==> config.mk <==
export PLATFORM = sky130hd
export DESIGN_NAME = zombie_wave_ctrl
export DESIGN_NICKNAME = d
export VERILOG_FILES = /design/src/rtl/zombie_wave_ctrl_pkg.sv /design/src/rtl/zombie_wave_ctrl_slot.sv /design/src/rtl/zombie_wave_ctrl.sv
export SDC_FILE = /design/constraint.sdc
export NUM_CORES = 1
export LEC_CHECK = 0
export BUFFER_PORTS_ARGS = -buffer_cell sky130_fd_sc_hd__buf_4
export CAP_MARGIN = 20
export CORE_MARGIN = 1
export CORE_UTILIZATION = 65
export DETAILED_ROUTE_END_ITERATION = 16
export PLACE_DENSITY = 0.85
export SYNTH_ARGS = -nofsm -noshare
export SYNTH_HDL_FRONTEND = slang
export SYNTH_SLANG_ARGS = --single-unit
==> constraint.sdc <==
create_clock -name Clk -period 20.8 [get_ports Clk]
set_input_delay 5.2 -clock Clk [delete_from_list [all_inputs] [get_ports Clk]]
set_output_delay 5.2 -clock Clk [all_outputs]
set_load 0.05 [all_outputs]
==> src/rtl/zombie_wave_ctrl_pkg.sv <==
// Shared game types and constants for the zombie wave controller and the sprite renderer.
package zombie_wave_ctrl_pkg;

    localparam int NUM_ZOMBIES  = 3;
    localparam int SPAWN_Y0     = 100;
    localparam int SPAWN_Y_STEP = 120;

    typedef logic [9:0] coord_t;
    typedef logic [4:0] cool_t;
    typedef enum logic [1:0] {IDLE, WAIT, ALIVE, DEAD} slot_state_t;

    localparam coord_t SPAWN_X      = 10'd620;
    localparam coord_t HIT_DIST     = 10'd16;
    localparam coord_t COUNT_MAX    = 10'd1023;
    localparam cool_t  HIT_COOLDOWN = 5'd30;

    function automatic coord_t spawn_y(input int idx);
        return coord_t'(SPAWN_Y0 + idx * SPAWN_Y_STEP);
    endfunction

    // Move toward the target by at most 'speed', clamping so the step never overshoots.
    function automatic coord_t step_toward(input coord_t pos, input coord_t target, input coord_t speed);
        coord_t diff;
        coord_t stepAmt;
        diff    = (target >= pos) ? target - pos : pos - target;
        stepAmt = (speed < diff) ? speed : diff;
        return (target >= pos) ? pos + stepAmt : pos - stepAmt;
    endfunction

    function automatic logic within_hit(input coord_t a, input coord_t b);
        coord_t diff;
        diff = (a >= b) ? a - b : b - a;
        return diff < HIT_DIST;
    endfunction

endpackage

==> src/rtl/zombie_wave_ctrl_slot.sv <==
// One zombie slot: spawn-delay counter, chase mover, contact cooldown and IDLE/WAIT/ALIVE/DEAD FSM.
module zombie_slot
    import zombie_wave_ctrl_pkg::*;
#(
    parameter coord_t SPAWN_Y = 10'd100
) (
    input  logic        clk_i,
    input  logic        reset_i,
    input  logic        tick_i,
    input  logic        new_level_i,
    input  logic        play_active_i,
    input  logic [9:0]  speed_i,
    input  logic [9:0]  delay_i,
    input  logic [9:0]  player_x_i,
    input  logic [9:0]  player_y_i,
    input  logic        bullet_hit_i,
    output logic [9:0]  x_o,
    output logic [9:0]  y_o,
    output slot_state_t state_o,
    output logic        hit_req_o
);

    slot_state_t state_q;
    coord_t      count_q, count_d;
    coord_t      x_q, x_d;
    coord_t      y_q, y_d;
    cool_t       cool_q, cool_d;
    logic        stepEn;
    logic        contact;
    logic        hitReq;

    assign stepEn = tick_i & play_active_i;

    // Contact is judged on the post-move position with the already-decremented cooldown.
    always_comb begin
        count_d = (count_q == COUNT_MAX) ? count_q : count_q + 10'd1;
        x_d     = step_toward(x_q, player_x_i, speed_i);
        y_d     = step_toward(y_q, player_y_i, speed_i);
        cool_d  = (cool_q == '0) ? '0 : cool_q - 5'd1;
        contact = (cool_d == '0) && within_hit(x_d, player_x_i) && within_hit(y_d, player_y_i);
        hitReq  = (state_q == ALIVE) && stepEn && !bullet_hit_i && !new_level_i && contact;
    end

    always_ff @(posedge clk_i) begin
        if (reset_i) begin
            state_q <= IDLE;
            count_q <= '0;
            x_q     <= SPAWN_X;
            y_q     <= SPAWN_Y;
            cool_q  <= '0;
        end else if (new_level_i) begin
            state_q <= WAIT;
            count_q <= '0;
            x_q     <= SPAWN_X;
            y_q     <= SPAWN_Y;
            cool_q  <= '0;
        end else begin
            case (state_q)
                WAIT: begin
                    if (stepEn) begin
                        count_q <= count_d;
                        if (count_d >= delay_i) state_q <= ALIVE;
                    end
                end
                ALIVE: begin
                    if (bullet_hit_i) begin
                        state_q <= DEAD;
                    end else if (stepEn) begin
                        x_q    <= x_d;
                        y_q    <= y_d;
                        cool_q <= contact ? HIT_COOLDOWN : cool_d;
                    end
                end
                default: ;
            endcase
        end
    end

    assign x_o       = x_q;
    assign y_o       = y_q;
    assign state_o   = state_q;
    assign hit_req_o = hitReq;

endmodule

==> src/rtl/zombie_wave_ctrl.sv <==
// Zombie wave controller: frame-tick detector, NUM_ZOMBIES slots, enemies flag and player_hit pulse.
module zombie_wave_ctrl
    import zombie_wave_ctrl_pkg::*;
(
    input  logic                        Clk,
    input  logic                        Reset_h,
    input  logic                        frame_clk,
    input  logic                        new_level,
    input  logic                        play_active,
    input  logic [NUM_ZOMBIES-1:0][9:0] zombie_speed,
    input  logic [NUM_ZOMBIES-1:0][9:0] zombie_delay_spawn,
    input  logic [9:0]                  player_x,
    input  logic [9:0]                  player_y,
    input  logic [NUM_ZOMBIES-1:0]      bullet_hit,
    output logic [NUM_ZOMBIES-1:0][9:0] zombie_x,
    output logic [NUM_ZOMBIES-1:0][9:0] zombie_y,
    output logic [NUM_ZOMBIES-1:0]      zombie_alive,
    output logic                        enemies,
    output logic                        player_hit
);

    logic                   frame_q;
    logic                   player_hit_q;
    logic                   tick;
    logic [NUM_ZOMBIES-1:0] hitReq;
    slot_state_t            slotState [NUM_ZOMBIES];

    assign tick = frame_clk & ~frame_q;

    for (genvar i = 0; i < NUM_ZOMBIES; i++) begin : g_slot
        zombie_slot #(
            .SPAWN_Y(spawn_y(i))
        ) u_slot (
            .clk_i        (Clk),
            .reset_i      (Reset_h),
            .tick_i       (tick),
            .new_level_i  (new_level),
            .play_active_i(play_active),
            .speed_i      (zombie_speed[i]),
            .delay_i      (zombie_delay_spawn[i]),
            .player_x_i   (player_x),
            .player_y_i   (player_y),
            .bullet_hit_i (bullet_hit[i]),
            .x_o          (zombie_x[i]),
            .y_o          (zombie_y[i]),
            .state_o      (slotState[i]),
            .hit_req_o    (hitReq[i])
        );
        assign zombie_alive[i] = (slotState[i] == ALIVE);
    end

    always_ff @(posedge Clk) begin
        if (Reset_h) begin
            frame_q      <= 1'b0;
            player_hit_q <= 1'b0;
        end else begin
            frame_q      <= frame_clk;
            player_hit_q <= |hitReq;
        end
    end

    always_comb begin
        enemies = 1'b0;
        for (int i = 0; i < NUM_ZOMBIES; i++) begin
            enemies = enemies | (slotState[i] == WAIT) | (slotState[i] == ALIVE);
        end
    end

    assign player_hit = player_hit_q;

endmodule

==> Flow_metrics.wiki <==
{| class="wikitable"
! Metric !! Value
|-
| Run status || finished clean
|-
| Highest Clock Rate || around 64 MHz
|-
| Synth Area in Compound Gates || 0.249
|-
| DIE WIDTH || about 180 um
|-
| Antenna violations before repair || 1
|-
| Violation count after the first detailed-route iteration || approximately 1600
|-
| Slew Limit Headroom || 0.292
|-
| Min-Delay Startpoint || g_slot[1].u_slot.count_q[4]
|-
| Met1 layer wirelength in the final routing || 25.5 mm
|-
| Drt total wl || roughly 60 mm
|-
| Area share of fa/ha/maj cells after synthesis || 0.254
|-
| Total setup buffers inserted after CTS || 0
|-
| Total negative slack for setup checks || 0 ps
|-
| Power per cell area || between 90 and 100 nW/um^2
|-
| Hold violation total from the final report || 0
|-
| Row Count || 64
|-
| Number of nets in the layout || ~3300
|-
| Post-Place Worst Slack || a little under 5000 ps
|-
| Leak Pwr || between 10 and 15 nW
|-
| Number of clock sinks seen by CTS || around 110
|-
| Detail Route met3 WL || ~4.5 mm
|-
| Reg2Reg Launch Point || g_slot[2].u_slot.x_o[1]
|-
| Leading cell types by total area after synthesis || ha_1 24%, dfxtp_1 11%, a21oi_1 5.6%
|-
| Unrepaired setup endpoints after global routing || false
|-
| Arrival time of the worst setup path || approximately 16000 ps
|-
| Netlist area before placement || 20200 sq um
|-
| Endpoint, Worst Hold || g_slot[1].u_slot.count_q[4]
|-
| Post-cts gate resize count || 0
|-
| Global-route wire length before repair || roughly 95 mm
|-
| Area overhead of the layout relative to synthesis || 9.83%
|-
| WL met2 || between 20 and 30 mm
|-
| Yosys top cell by area || ha_1
|-
| Largest family of logic cells by synthesized area || adder cells
|-
| Crit path kind || input pin to flip-flop
|-
| Multiplexer area fraction after synthesis || 0.0442
|-
| Nets in the synthesized netlist || ~3200
|-
| Length in cells of the worst reg-to-reg path || 43
|-
| Count of final setup violators || 0
|-
| Hold Buf Count CTS || 0
|-
| Insertion delay to the later sink of the worst-skew pair || 440 ps
|-
| Top FF cell, synth || dfxtp_1
|-
| Class of the tightest hold or removal check || flip-flop to flip-flop
|-
| Total die area || about 32000 sq um
|-
| Area occupied by registers || 2260 sq um
|-
| Cell chosen for the clock root || clkbuf_16
|-
| Slew Limit Fails || 0
|-
| Area taken by multi-input logic gates || 16500 sq um
|-
| Crit end category || flip-flop
|-
| Asr flop ratio synth || 0
|-
| Routed wire per std cell || ~19 um
|-
| Buffer depth of the longest clock path || 2
|-
| Vias after detailed routing || about 20000
|-
| Post-Synth Simple-Gate Area || 0.184
|-
| Worst clock skew on the final layout || ~13 ps
|-
| Num CTS Buffers || 17
|-
| CTS tree || built
|-
| Number of storage elements in the synthesis netlist || 113
|-
| Worst setup slack for register-to-register paths || around 10000 ps
|-
| Transition at the pin with the smallest max-transition slack || 1060 ps
|-
| Vias in the first global route || ~19000
|-
| Ratio of cells with drive above 1 in the final layout || 0.0937
|-
| Distinct cell type count of the synthesized netlist || 98
|-
| Max Cap Viol || 0
|-
| DRC || 0
|-
| XOR/XNOR share of the synthesized area || 0.0869
|-
| Post-synthesis sequential area ratio || 0.112
|-
| Peak per-stage delay on the critical path || around 780 ps
|-
| Die boundary height || 178 um
|-
| Total Routing Usage GR || 0.376
|-
| Worst path slowest cell || and3b_1
|-
| CTS HTree Levels || 4
|-
| Maximum number of pins on one net before global-route repair || 42
|-
| Number of synthesized flops with an enable pin || 0
|-
| First-pass detailed-route iteration total || 5
|-
| Critical R2R Capture || g_slot[2].u_slot.cool_q[1]
|-
| Area share of the largest cell type after synthesis || 0.236
|-
| Post-route minimum period || about 16000 ps
|-
| HPWL after detailed placement || ~48 mm
|-
| Part of the cycle the worst path needs || 0.750
|-
| Fin worst setup slack || around 5200 ps
|-
| # IOs || between 150 and 200
|-
| Highest routed metal layer || met4
|-
| Mapped Avg Cell Area || between 7 and 8 sq um
|-
| Count of nets left with antenna violations after detail routing || 0
|-
| Clock slew at reported path FFs || around 60 ps
|-
| Total congestion overflow || 0
|-
| Number of vias per cell || around 6.3
|-
| Initial core utilization || 0.659
|-
| Worst path required time || roughly 21000 ps
|-
| Max rail drop VDD || about 0.000062 V
|-
| PortBufs || 152
|-
| Global placer's final weighted congestion || 1.02
|-
| Post-synthesis instance total || around 2700
|-
| Crit-path max FO || 28
|-
| Number of inserted filler cells in the final layout || 2551
|-
| Yosys warns || 0
|-
| WHS Path Cells || 2
|-
| Core ar. || about 30000 sq um
|-
| Worst setup SP type || input pin
|}
[critical path: cells and delay by family]
| kind | cells | cell delay, ps |
|---|---|---|
| simple gates | 9 | 2340 |
| compound gates | 23 | 5110 |
| fa+ha+maj | 6 | 1820 |
| xor+xnor | 4 | 610 |
| mux | 1 | 400 |
| buf+inv | 3 | 460 |
[power by group]
group	switching (W)	internal [W]	total [W]	leakage, nW
registers	0.000000773	0.000217	0.000218	0.912
logic	0.000971	0.000661	0.00163	9.60
clock network	0.000128	0.000202	0.000331	0.302
total	0.00110	0.00108	0.00218	10.8
[stage by stage]
stage	std cells	instance area (sq um)	power [W]	hold slack [ps]	utilization
2_1_floorplan	2681	20200	0.00145	442	-
3_3_place_gp	3160	21500	0.00174	456	0.703
3_5_place_dp	3160	21500	0.00180	465	0.703
4_1_cts	3192	22100	0.00215	474	0.724
5_1_grt	3192	22100	0.00235	511	0.724
6_report	3193	22100	0.00218	473	0.724
[cell usage in the layout, fill, tap and decap left out, drive strengths merged, types with 15 or more instances in the layout]
master / n
o21ai: 146
a31oi: 24
nand4: 28
a21oi: 227
xor2: 77
a21o: 102
nor2: 183
nand3: 45
and2: 22
o21bai: 15
nand2: 244
mux2i: 62
a211oi: 22
o21a: 48
fa: 18
clkbuf: 18
dfxtp: 113
ha: 381
or3: 26
nor3: 68
o211ai: 43
nor4: 17
mux2: 23
nand2b: 32
buf: 165
and3: 18
xnor2: 123
inv: 273
nor2b: 45
[final cells by class]
type / count / area share
Inverter: 269 / 0.0456
Clock buffer: 18 / 0.0194
Tap cell: 396 / 0.0224
Sequential cell: 113 / 0.102
Multi-Input combinational cell: 2217 / 0.745
Clock inverter: 14 / 0.00910
Timing Repair Buffer: 165 / 0.0559
Antenna cell: 1 / 0.000113
[synthesized netlist by cell type (32+ instances only)]
| master | number |
|---|---|
| nand3_1 | 45 |
| mux2i_1 | 61 |
| o21a_1 | 48 |
| o21ai_0 | 141 |
| inv_1 | 269 |
| nor3_1 | 67 |
| a21o_1 | 101 |
| xor2_1 | 77 |
| xnor2_1 | 123 |
| dfxtp_1 | 113 |
| clkbuf_1 | 58 |
| o211ai_1 | 43 |
| nor2b_1 | 45 |
| nand2_1 | 244 |
| nand2b_1 | 32 |
| a21oi_1 | 227 |
| nor2_1 | 182 |
| ha_1 | 381 |
[sequential cells by signal, summed over array words and instances, names as in the netlist]
register / flops
g_slot.u_slot.y_o: 30
g_slot.u_slot.cool_q: 15
frame_q: 1
g_slot.u_slot.state_o: 6
g_slot.u_slot.count_q: 30
player_hit: 1
g_slot.u_slot.x_o: 30
[cell families after synthesis]
logic type / count (synthesis)
multiplexers: 85
adder cells (fa/ha/maj): 399
XOR/XNOR: 200
AO/OA/AOI/OAI: 763
buffers and inverters: 351
flip-flops: 113
AND/OR/NAND/NOR: 770
[routing by layer]
layer,global-route usage,up-vias
met2,0.620,842
met1,0.472,9377
met4,0.167,0
li1,-,9730
met5,0,-
met3,0.0718,176
[how the worst max path moves through the flow]
stage	start	end	cells past startpoint
2_1_floorplan	player_x[0]	g_slot[2].u_slot.cool_q[1]	46
3_3_place_gp	player_x[0]	g_slot[2].u_slot.cool_q[1]	44
6_report	player_x[0]	g_slot[2].u_slot.cool_q[1]	46
3_5_place_dp	player_x[0]	g_slot[2].u_slot.cool_q[1]	43
4_1_cts	player_x[0]	g_slot[2].u_slot.cool_q[1]	43
5_1_grt	player_x[0]	g_slot[2].u_slot.cool_q[1]	43
(Power assumes the default switching activity.)
